File: config.mk
export PLATFORM = sky130hd
export DESIGN_NAME = scaler_vertical_scheduler
export DESIGN_NICKNAME = d
export VERILOG_FILES = /design/src/rtl/scaler_pkg.sv /design/src/rtl/scaler_credit_counter.sv /design/src/rtl/scaler_vertical_scheduler.sv
export SDC_FILE = /design/constraint.sdc
export NUM_CORES = 1
export LEC_CHECK = 0
export CAP_MARGIN = 0
export CORE_MARGIN = 5
export CORE_UTILIZATION = 59
export DETAILED_ROUTE_END_ITERATION = 7
export PLACE_DENSITY = 0.89
export SYNTH_ARGS = -nofsm -noshare
export SYNTH_HDL_FRONTEND = slang
export SYNTH_SLANG_ARGS = --single-unit
File: constraint.sdc
create_clock -name core_clk -period 6.25 [get_ports core_clk]
set_input_delay 1.25 -clock core_clk [delete_from_list [all_inputs] [get_ports core_clk]]
set_output_delay 1.25 -clock core_clk [all_outputs]
set_load 0.01 [all_outputs]
File: src/rtl/scaler_pkg.sv
// scaler_pkg: shared state encoding, Q16.16 constants and helpers for the
// scaler line-buffer sequencing blocks.
package scaler_pkg;

    localparam int unsigned FRAC_BITS = 16;
    localparam logic [31:0] ONE       = 32'h0001_0000;

    typedef enum logic [2:0] {
        ST_IDLE   = 3'd0,
        ST_ARM    = 3'd1,
        ST_STREAM = 3'd2,
        ST_DONE   = 3'd3,
        ST_NEXT   = 3'd4
    } sched_state_e;

    // Ceiling log2, with CLOG2(0) = CLOG2(1) = 0.
    function automatic int unsigned CLOG2(input int unsigned value);
        int unsigned res;
        int unsigned v;
        res = 0;
        v   = (value > 0) ? value - 1 : 0;
        while (v > 0) begin
            res = res + 1;
            v   = v >> 1;
        end
        return res;
    endfunction

endpackage

File: src/rtl/scaler_credit_counter.sv
// scaler_credit_counter: saturating up/down credit counter for downstream slots.
// Ports: core_clk/core_rst_n, load (refill to CREDIT_MAX), dec (one slot used,
// only asserted while credit_ok), inc (one slot returned), credit_ok (credit != 0).
module scaler_credit_counter #(
    parameter int unsigned CREDIT_MAX      = 16,
    parameter int unsigned CREDIT_BITWIDTH = 5
) (
    input  logic core_clk,
    input  logic core_rst_n,
    input  logic load,
    input  logic dec,
    input  logic inc,
    output logic credit_ok
);

    localparam logic [CREDIT_BITWIDTH-1:0] MAX_VAL = CREDIT_BITWIDTH'(CREDIT_MAX);

    logic [CREDIT_BITWIDTH-1:0] credit;

    // A read and a return in the same cycle cancel; returns at full are dropped.
    always_ff @(posedge core_clk or negedge core_rst_n) begin
        if (!core_rst_n) begin
            credit <= MAX_VAL;
        end else if (load) begin
            credit <= MAX_VAL;
        end else if (dec && !inc) begin
            credit <= credit - CREDIT_BITWIDTH'(1);
        end else if (inc && !dec && (credit != MAX_VAL)) begin
            credit <= credit + CREDIT_BITWIDTH'(1);
        end
    end

    assign credit_ok = (credit != '0);

endmodule

File: src/rtl/scaler_vertical_scheduler.sv
// scaler_vertical_scheduler: per output row, picks the source row from a Q16.16
// phase accumulator and tells the line-buffer reader to stride, stream a row of
// window reads, or repeat the current window. Reads are throttled by credits.
// Ports: core_clk/core_rst_n; core_start + cfg_* (frame setup); reader side
// s_axis_connect_valid/ready, matrix_ram_read_stride/repeat/en/done;
// credit_return from the downstream filter; busy and frame_done status.
module scaler_vertical_scheduler
    import scaler_pkg::*;
#(
    parameter int unsigned DST_W_BITWIDTH  = 12,
    parameter int unsigned ROW_BITWIDTH    = 12,
    parameter int unsigned CREDIT_MAX      = 16,
    parameter int unsigned CREDIT_BITWIDTH = 5
) (
    input  logic                      core_clk,
    input  logic                      core_rst_n,
    input  logic                      core_start,
    input  logic [ROW_BITWIDTH-1:0]   cfg_src_height,
    input  logic [ROW_BITWIDTH-1:0]   cfg_dst_height,
    input  logic [DST_W_BITWIDTH-1:0] cfg_dst_width,
    input  logic [31:0]               cfg_step,
    input  logic [31:0]               cfg_phase_init,
    input  logic                      s_axis_connect_valid,
    output logic                      s_axis_connect_ready,
    output logic                      matrix_ram_read_stride,
    output logic                      matrix_ram_read_repeat,
    output logic                      matrix_ram_read_en,
    output logic                      matrix_ram_read_done,
    input  logic                      credit_return,
    output logic                      busy,
    output logic                      frame_done
);

    localparam int unsigned ROW_W1 = ROW_BITWIDTH + 1;

    sched_state_e              state;
    logic [ROW_BITWIDTH-1:0]   src_h_q;
    logic [ROW_BITWIDTH-1:0]   dst_h_q;
    logic [DST_W_BITWIDTH-1:0] dst_w_q;
    logic [31:0]               step_q;
    logic [31:0]               acc;
    logic [ROW_BITWIDTH-1:0]   target_q;
    logic [ROW_BITWIDTH-1:0]   cur_row;
    logic [ROW_BITWIDTH-1:0]   out_row;
    logic [DST_W_BITWIDTH-1:0] pix_cnt;

    logic                      credit_ok;
    logic                      start_c;
    logic                      handshake_c;
    logic                      read_c;
    logic [31:0]               acc_next;
    logic [ROW_BITWIDTH-1:0]   next_target;
    logic [ROW_W1-1:0]         row_after;

    // Integer part of the phase, clamped to the last source row.
    function automatic logic [ROW_BITWIDTH-1:0] clamp_row(
        input logic [15:0]             ip,
        input logic [ROW_BITWIDTH-1:0] src_h
    );
        logic [ROW_BITWIDTH-1:0] last;
        last = src_h - ROW_BITWIDTH'(1);
        if (32'(ip) > 32'(last)) begin
            return last;
        end
        return ROW_BITWIDTH'(ip);
    endfunction

    assign start_c     = (state == ST_IDLE) && core_start;
    assign handshake_c = s_axis_connect_ready && s_axis_connect_valid;
    assign read_c      = (state == ST_STREAM) && credit_ok;
    assign acc_next    = acc + step_q;
    assign next_target = clamp_row(acc_next[31:FRAC_BITS], src_h_q);
    assign row_after   = {1'b0, out_row} + ROW_W1'(1);

    // Stride decision seen by the reader at the connect handshake.
    assign matrix_ram_read_stride = (target_q > cur_row);
    assign matrix_ram_read_en     = read_c;

    scaler_credit_counter #(
        .CREDIT_MAX      (CREDIT_MAX),
        .CREDIT_BITWIDTH (CREDIT_BITWIDTH)
    ) u_credit (
        .core_clk   (core_clk),
        .core_rst_n (core_rst_n),
        .load       (start_c),
        .dec        (read_c),
        .inc        (credit_return),
        .credit_ok  (credit_ok)
    );

    // Row sequencer: connect decision, row streaming, phase advance.
    always_ff @(posedge core_clk or negedge core_rst_n) begin
        if (!core_rst_n) begin
            state                  <= ST_IDLE;
            src_h_q                <= '0;
            dst_h_q                <= '0;
            dst_w_q                <= '0;
            step_q                 <= '0;
            acc                    <= '0;
            target_q               <= '0;
            cur_row                <= '0;
            out_row                <= '0;
            pix_cnt                <= '0;
            s_axis_connect_ready   <= 1'b0;
            matrix_ram_read_repeat <= 1'b0;
            matrix_ram_read_done   <= 1'b0;
            busy                   <= 1'b0;
            frame_done             <= 1'b0;
        end else begin
            matrix_ram_read_done <= 1'b0;
            frame_done           <= 1'b0;
            case (state)
                ST_IDLE: begin
                    if (core_start) begin
                        src_h_q  <= cfg_src_height;
                        dst_h_q  <= cfg_dst_height;
                        dst_w_q  <= cfg_dst_width;
                        step_q   <= cfg_step;
                        acc      <= cfg_phase_init;
                        target_q <= clamp_row(cfg_phase_init[31:FRAC_BITS], cfg_src_height);
                        cur_row  <= '0;
                        out_row  <= '0;
                        if ((cfg_dst_height == '0) || (cfg_dst_width == '0)) begin
                            frame_done <= 1'b1;
                        end else begin
                            state                <= ST_ARM;
                            s_axis_connect_ready <= 1'b1;
                            busy                 <= 1'b1;
                        end
                    end
                end
                ST_ARM: begin
                    if (handshake_c) begin
                        if (matrix_ram_read_stride) begin
                            cur_row <= cur_row + ROW_BITWIDTH'(1);
                        end else begin
                            state                <= ST_STREAM;
                            s_axis_connect_ready <= 1'b0;
                            pix_cnt              <= dst_w_q;
                        end
                    end
                end
                ST_STREAM: begin
                    if (read_c) begin
                        pix_cnt <= pix_cnt - DST_W_BITWIDTH'(1);
                        if (pix_cnt == DST_W_BITWIDTH'(1)) begin
                            state                  <= ST_DONE;
                            matrix_ram_read_done   <= 1'b1;
                            // Decided early so it holds through DONE and NEXT.
                            matrix_ram_read_repeat <= (row_after < {1'b0, dst_h_q}) &&
                                                      (next_target == cur_row);
                        end
                    end
                end
                ST_DONE: begin
                    acc      <= acc_next;
                    target_q <= next_target;
                    out_row  <= out_row + ROW_BITWIDTH'(1);
                    state    <= ST_NEXT;
                end
                ST_NEXT: begin
                    matrix_ram_read_repeat <= 1'b0;
                    if (out_row >= dst_h_q) begin
                        state      <= ST_IDLE;
                        busy       <= 1'b0;
                        frame_done <= 1'b1;
                    end else begin
                        state                <= ST_ARM;
                        s_axis_connect_ready <= 1'b1;
                        if (!matrix_ram_read_repeat) begin
                            cur_row <= cur_row + ROW_BITWIDTH'(1);
                        end
                    end
                end
                default: begin
                    state <= ST_IDLE;
                end
            endcase
        end
    end

endmodule

# == Word level (Yosys, flattened, before mapping) ==
# Cells that the tools add are included.
# totals
regBits,161
latch_bits,0
mem_bits_rw,0
romBits,0
inputBits,105
output_inout_bits,7
wordCells,127
n_memories,0
# classes
addsub,9
mul,0
div,0
n_lt_le_gt_ge,5
n_eq_ne,17
shift,0
n_mux,52
bitwise,0
n_reduce_logical,28
# ops
op,n
12-bit two-way mux,13
12-bit case mux with 2 select lines,3
32-bit case mux with 2 select lines,1
12-bit case mux with 3 select lines,1
"12-bit by 1-bit subtractor with 12-bit output, second input constant",3
32-bit adder,1
16-bit by 12-bit > comparator with 1-bit output,2
32-bit two-way mux,1
"12-bit by 1-bit adder with 12-bit output, second input constant",2
12-bit logical NOT,2
1-bit two-way mux,19
3-bit two-way mux,6
6-bit AND reduction,3
"2-bit != test, second input constant",8
5-bit two-way mux,3
3-bit case mux with 5 select lines,1
"12-bit by 1-bit adder with 13-bit output, second input constant",1
13-bit by 12-bit less-than comparator with 1-bit output,1
"12-bit by 1-bit == test with 1-bit output, second input constant",1
12-bit == test,1
12-bit >= comparator,1
12-bit > comparator,1
4-bit AND reduction,2
2-bit nonzero test,4
17 further kinds,30

# == Logic depth before layout (Yosys ltp) ==
# depth
depth_word,9
mapped_depth,22
depth_no_buf,21

# == By module ==
# From an unflattened synthesis, not the netlist that was laid out.
# hier_totals
hier_cells,1301
area_unflattened_um2,10993.0
# modules_own_cells
module,n_inst,cells_per_inst,area_each_um2,seq_area_each_um2
scaler_vertical_scheduler,1,1260,10607.7,3903.7
scaler_credit_counter,1,41,385.4,126.4

# == Worst setup path after synthesis ==
# OpenSTA, ideal clock, no wires.
# synth_timing
path_type,register to register
from,register step_q[16]
to,register matrix_ram_read_repeat
setup_ps,104
t_arrival_ps,4822
required_time_ps,6146
slack_ps,1325
path_stages_with_launch,23
path_cell_list,dfrtp_1 > ha_1 > buf_2 > a211oi_1 > o311ai_1 > a221o_1 > nor4b_1 > o31ai_1 > a21oi_1 > xor2_1 > inv_1 > ha_1 > nand2_1 > nor2_1 > a211oi_1 > a21oi_1 > a21o_1 > buf_2 > o31a_1 > or3_1 > a2111oi_2 > nand4_1 > o41ai_2
# synth_via
elab_chain_len,9
# synth_lines
element,line_no,rtl
from (decl),scaler_vertical_scheduler.sv:40,logic [31:0] step_q;
from (signal assigned),scaler_vertical_scheduler.sv:118,step_q <= cfg_step;
32-bit adder *,scaler_vertical_scheduler.sv:71,assign acc_next = acc + step_q;
16-bit by 12-bit > comparator with 1-bit output,scaler_vertical_scheduler.sv:62,if (32'(ip) > 32'(last)) begin
1-bit two-way mux,scaler_vertical_scheduler.sv:62,
12-bit two-way mux *,scaler_vertical_scheduler.sv:65,return ROW_BITWIDTH'(ip);
12-bit == test *,scaler_vertical_scheduler.sv:151,(next_target == cur_row);
1-bit logical AND *,scaler_vertical_scheduler.sv:150,"matrix_ram_read_repeat <= (row_after < {1'b0, dst_h_q}) &&"
1-bit two-way mux *,scaler_vertical_scheduler.sv:146,if (pix_cnt == DST_W_BITWIDTH'(1)) begin
1-bit two-way mux *,scaler_vertical_scheduler.sv:144,if (read_c) begin
1-bit case mux with 2 select lines *,scaler_vertical_scheduler.sv:112,case (state)
to (signal assigned),scaler_vertical_scheduler.sv:150,
to (decl),scaler_vertical_scheduler.sv:26,"output logic matrix_ram_read_repeat,"
# Every way passes the cells marked *; elsewhere a longest branch is shown, timed or not. The select of a mux whose other input is x is not followed.
# A chain may end at the register's enable or synchronous reset.

# == Final worst setup path ==
# layout_timing
from,register step_q[6]
to,register matrix_ram_read_repeat
# The elaborated chain is that of the path after synthesis.

==> impl_metrics.ini <==
[synthesis]
seq_area_frac_synth_pct = 35.1
yosysWarnings = 0
syn_inst = 1367
yosys-top-cells-area = dfrtp_1 (35%), ha_1 (11%), nand2_1 (8.5%)
synth-simple-area-share_pct = 20.8
synth_ff_type = dfrtp_1
synth_mux_area_share_pct = 2.19
yosys.cell_types.count = 78
ys_seq_elements = 161
yosysTopAreaCellShare_pct = 34.8
yosys-top-cells-count = nand2_1 (260), dfrtp_1 (160), o21ai_0 (112)
synthXorXnorAreaFrac_pct = 5.19
synth_compound_area_share_pct = 21.4
netlist_area_um2 = 11500
synth_nets = 1574
synthArstFlopShare_pct = 100
synth_top_family_by_area = compound AO/OA/AOI/OAI gates
synth_fa_ha_area_share_pct = 11.2
avgSynthCellArea_um2 = 8.41
synth.largest_area_cell = dfrtp_1
synth_edf_count = 0
yosysMostFrequentCell = nand2_1

[global_route]
grt_pass1_vias = 10500
grt_overflow_total = 0
gr-usage-all-layers_pct = 28.7
antenna_found_initial = 0
grt_pass1_wl_mm = 51.9
grt_max_degree = 112

[floorplanning]
die_h_um = 150
initial_core_util_pct = 59.4
die_area_um2 = 22400
rows = 51
core_um2 = 19300
die_w_um = 150
ios = 112

[route]
drt_iter0_drc = 1070
wl_per_cell_um = 18.4
routed_via_density = 6.25
via_count = 10800
detail_route.wirelength_mm = 31.8
ant_nets = 0
drt_first_pass_iters = 7
drc_errors = 0

[timing]
finalSetupViolations = 0
fmaxAchievable_mhz = 174
fin_crit_ps = 5750
slew_violations = 0
setup_slack_ps = 504
tightest_slew_ps = 1270
rsz0062_at_grt = false
tns_ps = 0
skew_ps = 14.3
whs_ps = 472
slew_headroom_pct = 15.4
period_share_pct = 91.9
hold_violations = 0

[final_layout]
diodes = 0
layout.nets = 1659
areaGrowthSynthToFinish_pct = 16.6
drive_gt1_share_pct = 5.32
finish.utilization_pct = 69.3

[clocking]
clk_latency_ps = 440
post_cts_buffers = 0
cts_buffer_depth = 2
cts_buffers = 17
path_clk_slew_ps = 70
cts_hold_buf = 0
cts.repair.resized = 0
htreeDepth = 4
cts_root_buf = clkbuf_16
cts_tree = done
cts_num_sinks = 161

[critical_path]
endpoint_kind = flop
cp.arrival_ps = 6090
r2r_slack_ps = 500
crit_fanout = 10
startpoint_type = flop
crit_type = flop to flop
cp.required_ps = 6590
reg2reg_depth = 21

[status]
outcome = completed

[power_and_ir_drop]
p_per_area_nw_per_um2 = 586
ir_drop_mv = 0.348
leakagePower_nw = 6.16

[placed_design]
numPortBuffers = 111
pre_cts_ws_ps = 763
gp_congestion = 1.01
place_hpwl_mm = 23.2

[run]
drv_cap = 0

[min_path]
whs_path_depth = 2
hp-class = flop to flop
worst max-delay path: stages (launching register included):
cell       delay (ps)
dfrtp_1           390
ha_1              380
a21oi_1           260
o211ai_1          210
a21boi_1          300
o21ai_0           240
a21oi_1           340
o22ai_1           120
a21oi_1           180
xor2_1            420
inv_1              90
ha_1              340
a21oi_1           150
a21oi_1           100
o21bai_1          160
a21oi_1           110
a21o_1            270
nor3_2            570
a211oi_2          170
a2111oi_2         370
nand4_1           150
o41ai_2           290
sequential cells by signal, indices dropped and copies added (netlist names):
name / flops
u_credit.credit: 5
matrix_ram_read_done: 1
step_q: 32
pix_cnt: 12
acc: 32
cur_row: 12
busy: 1
src_h_q: 12
dst_w_q: 12
out_row: 12
dst_h_q: 12
frame_done: 1
target_q: 12
state: 3
s_axis_connect_ready: 1
matrix_ram_read_repeat: 1
layout make-up:
class | instances | area, um^2
clock buffer | 18 | 439
sequential | 161 | 4030
clock inverter | 14 | 153
timing repair buffer | 120 | 1180
fill | 1490 | 5930
tap | 265 | 332
multi-input combinational | 1081 | 7000
inverter | 71 | 267
routing by layer:
metal	share of wire, %	global-route usage, %	routed length, um	up-vias
met4	3.3	11.4	1060	0
met5	0	0	0	-
met2	47	47.4	14800	491
met3	7.1	4.57	2260	102
met1	43	37.9	13600	5138
li1	-	-	-	5080
worst paths after layout:
kind / from / end
min in group asynchronous: core_rst_n / step_q[9]$_DFFE_PN0P_
worst min-delay path: dst_w_q[11]$_DFFE_PN0P_ / dst_w_q[11]$_DFFE_PN0P_
worst max register to register: step_q[6]$_DFFE_PN0P_ / matrix_ram_read_repeat$_DFFE_PN0P_
worst min register to register: dst_w_q[11]$_DFFE_PN0P_ / dst_w_q[11]$_DFFE_PN0P_
worst max-delay path: step_q[6]$_DFFE_PN0P_ / matrix_ram_read_repeat$_DFFE_PN0P_
max in group asynchronous: core_rst_n / dst_w_q[1]$_DFFE_PN0P_
cell usage in the layout, fill, tap and decap left out, types with 9 or more instances in the layout:
master and n:
nand2_1 260, dfrtp_1 160, o21ai_0 112, clkdlybuf4s50_1 110, ha_1 100, nor2_1 80
a21oi_1 79, inv_1 70, xor2_1 37, a22oi_1 36, nor3_1 28, nand3_1 27
xnor2_1 26, nor4_1 23, a21o_1 22, o21a_1 18, clkbuf_16 17, nand4_1 15
mux2i_1 15, a211oi_1 14, or3_1 14, or4_1 11, nor2b_1 10, and2_1 9
mux2_2 9
power by group:
part	internal, mW	switching (mW)	leakage [nW]
Combinational	1.91	3.05	3.84
Clock	0.572	0.473	0.289
Sequential	1.48	0.367	2.03
per-stage QoR:
step                total power [mW]  instances  cell area [um^2]
finish                          7.85       1730             13400
global route                    8.45       1730             13400
CTS                             7.73       1729             13400
detailed placement              6.63       1697             12800
global placement                6.46       1697             12800
floorplan                       5.40       1367             11500
logic make-up (layout without fill, tap and decap cells):
kind of cell / Yosys count / after routing
adder cells (fa/ha/maj): 102 / 102
AND/OR/NAND/NOR: 519 / 519
multiplexers: 24 / 24
XOR/XNOR: 65 / 65
buffers and inverters: 125 / 223
AO/OA/AOI/OAI: 371 / 371
flip-flops: 161 / 161
Note: power is estimated with default switching activity, not from simulation.
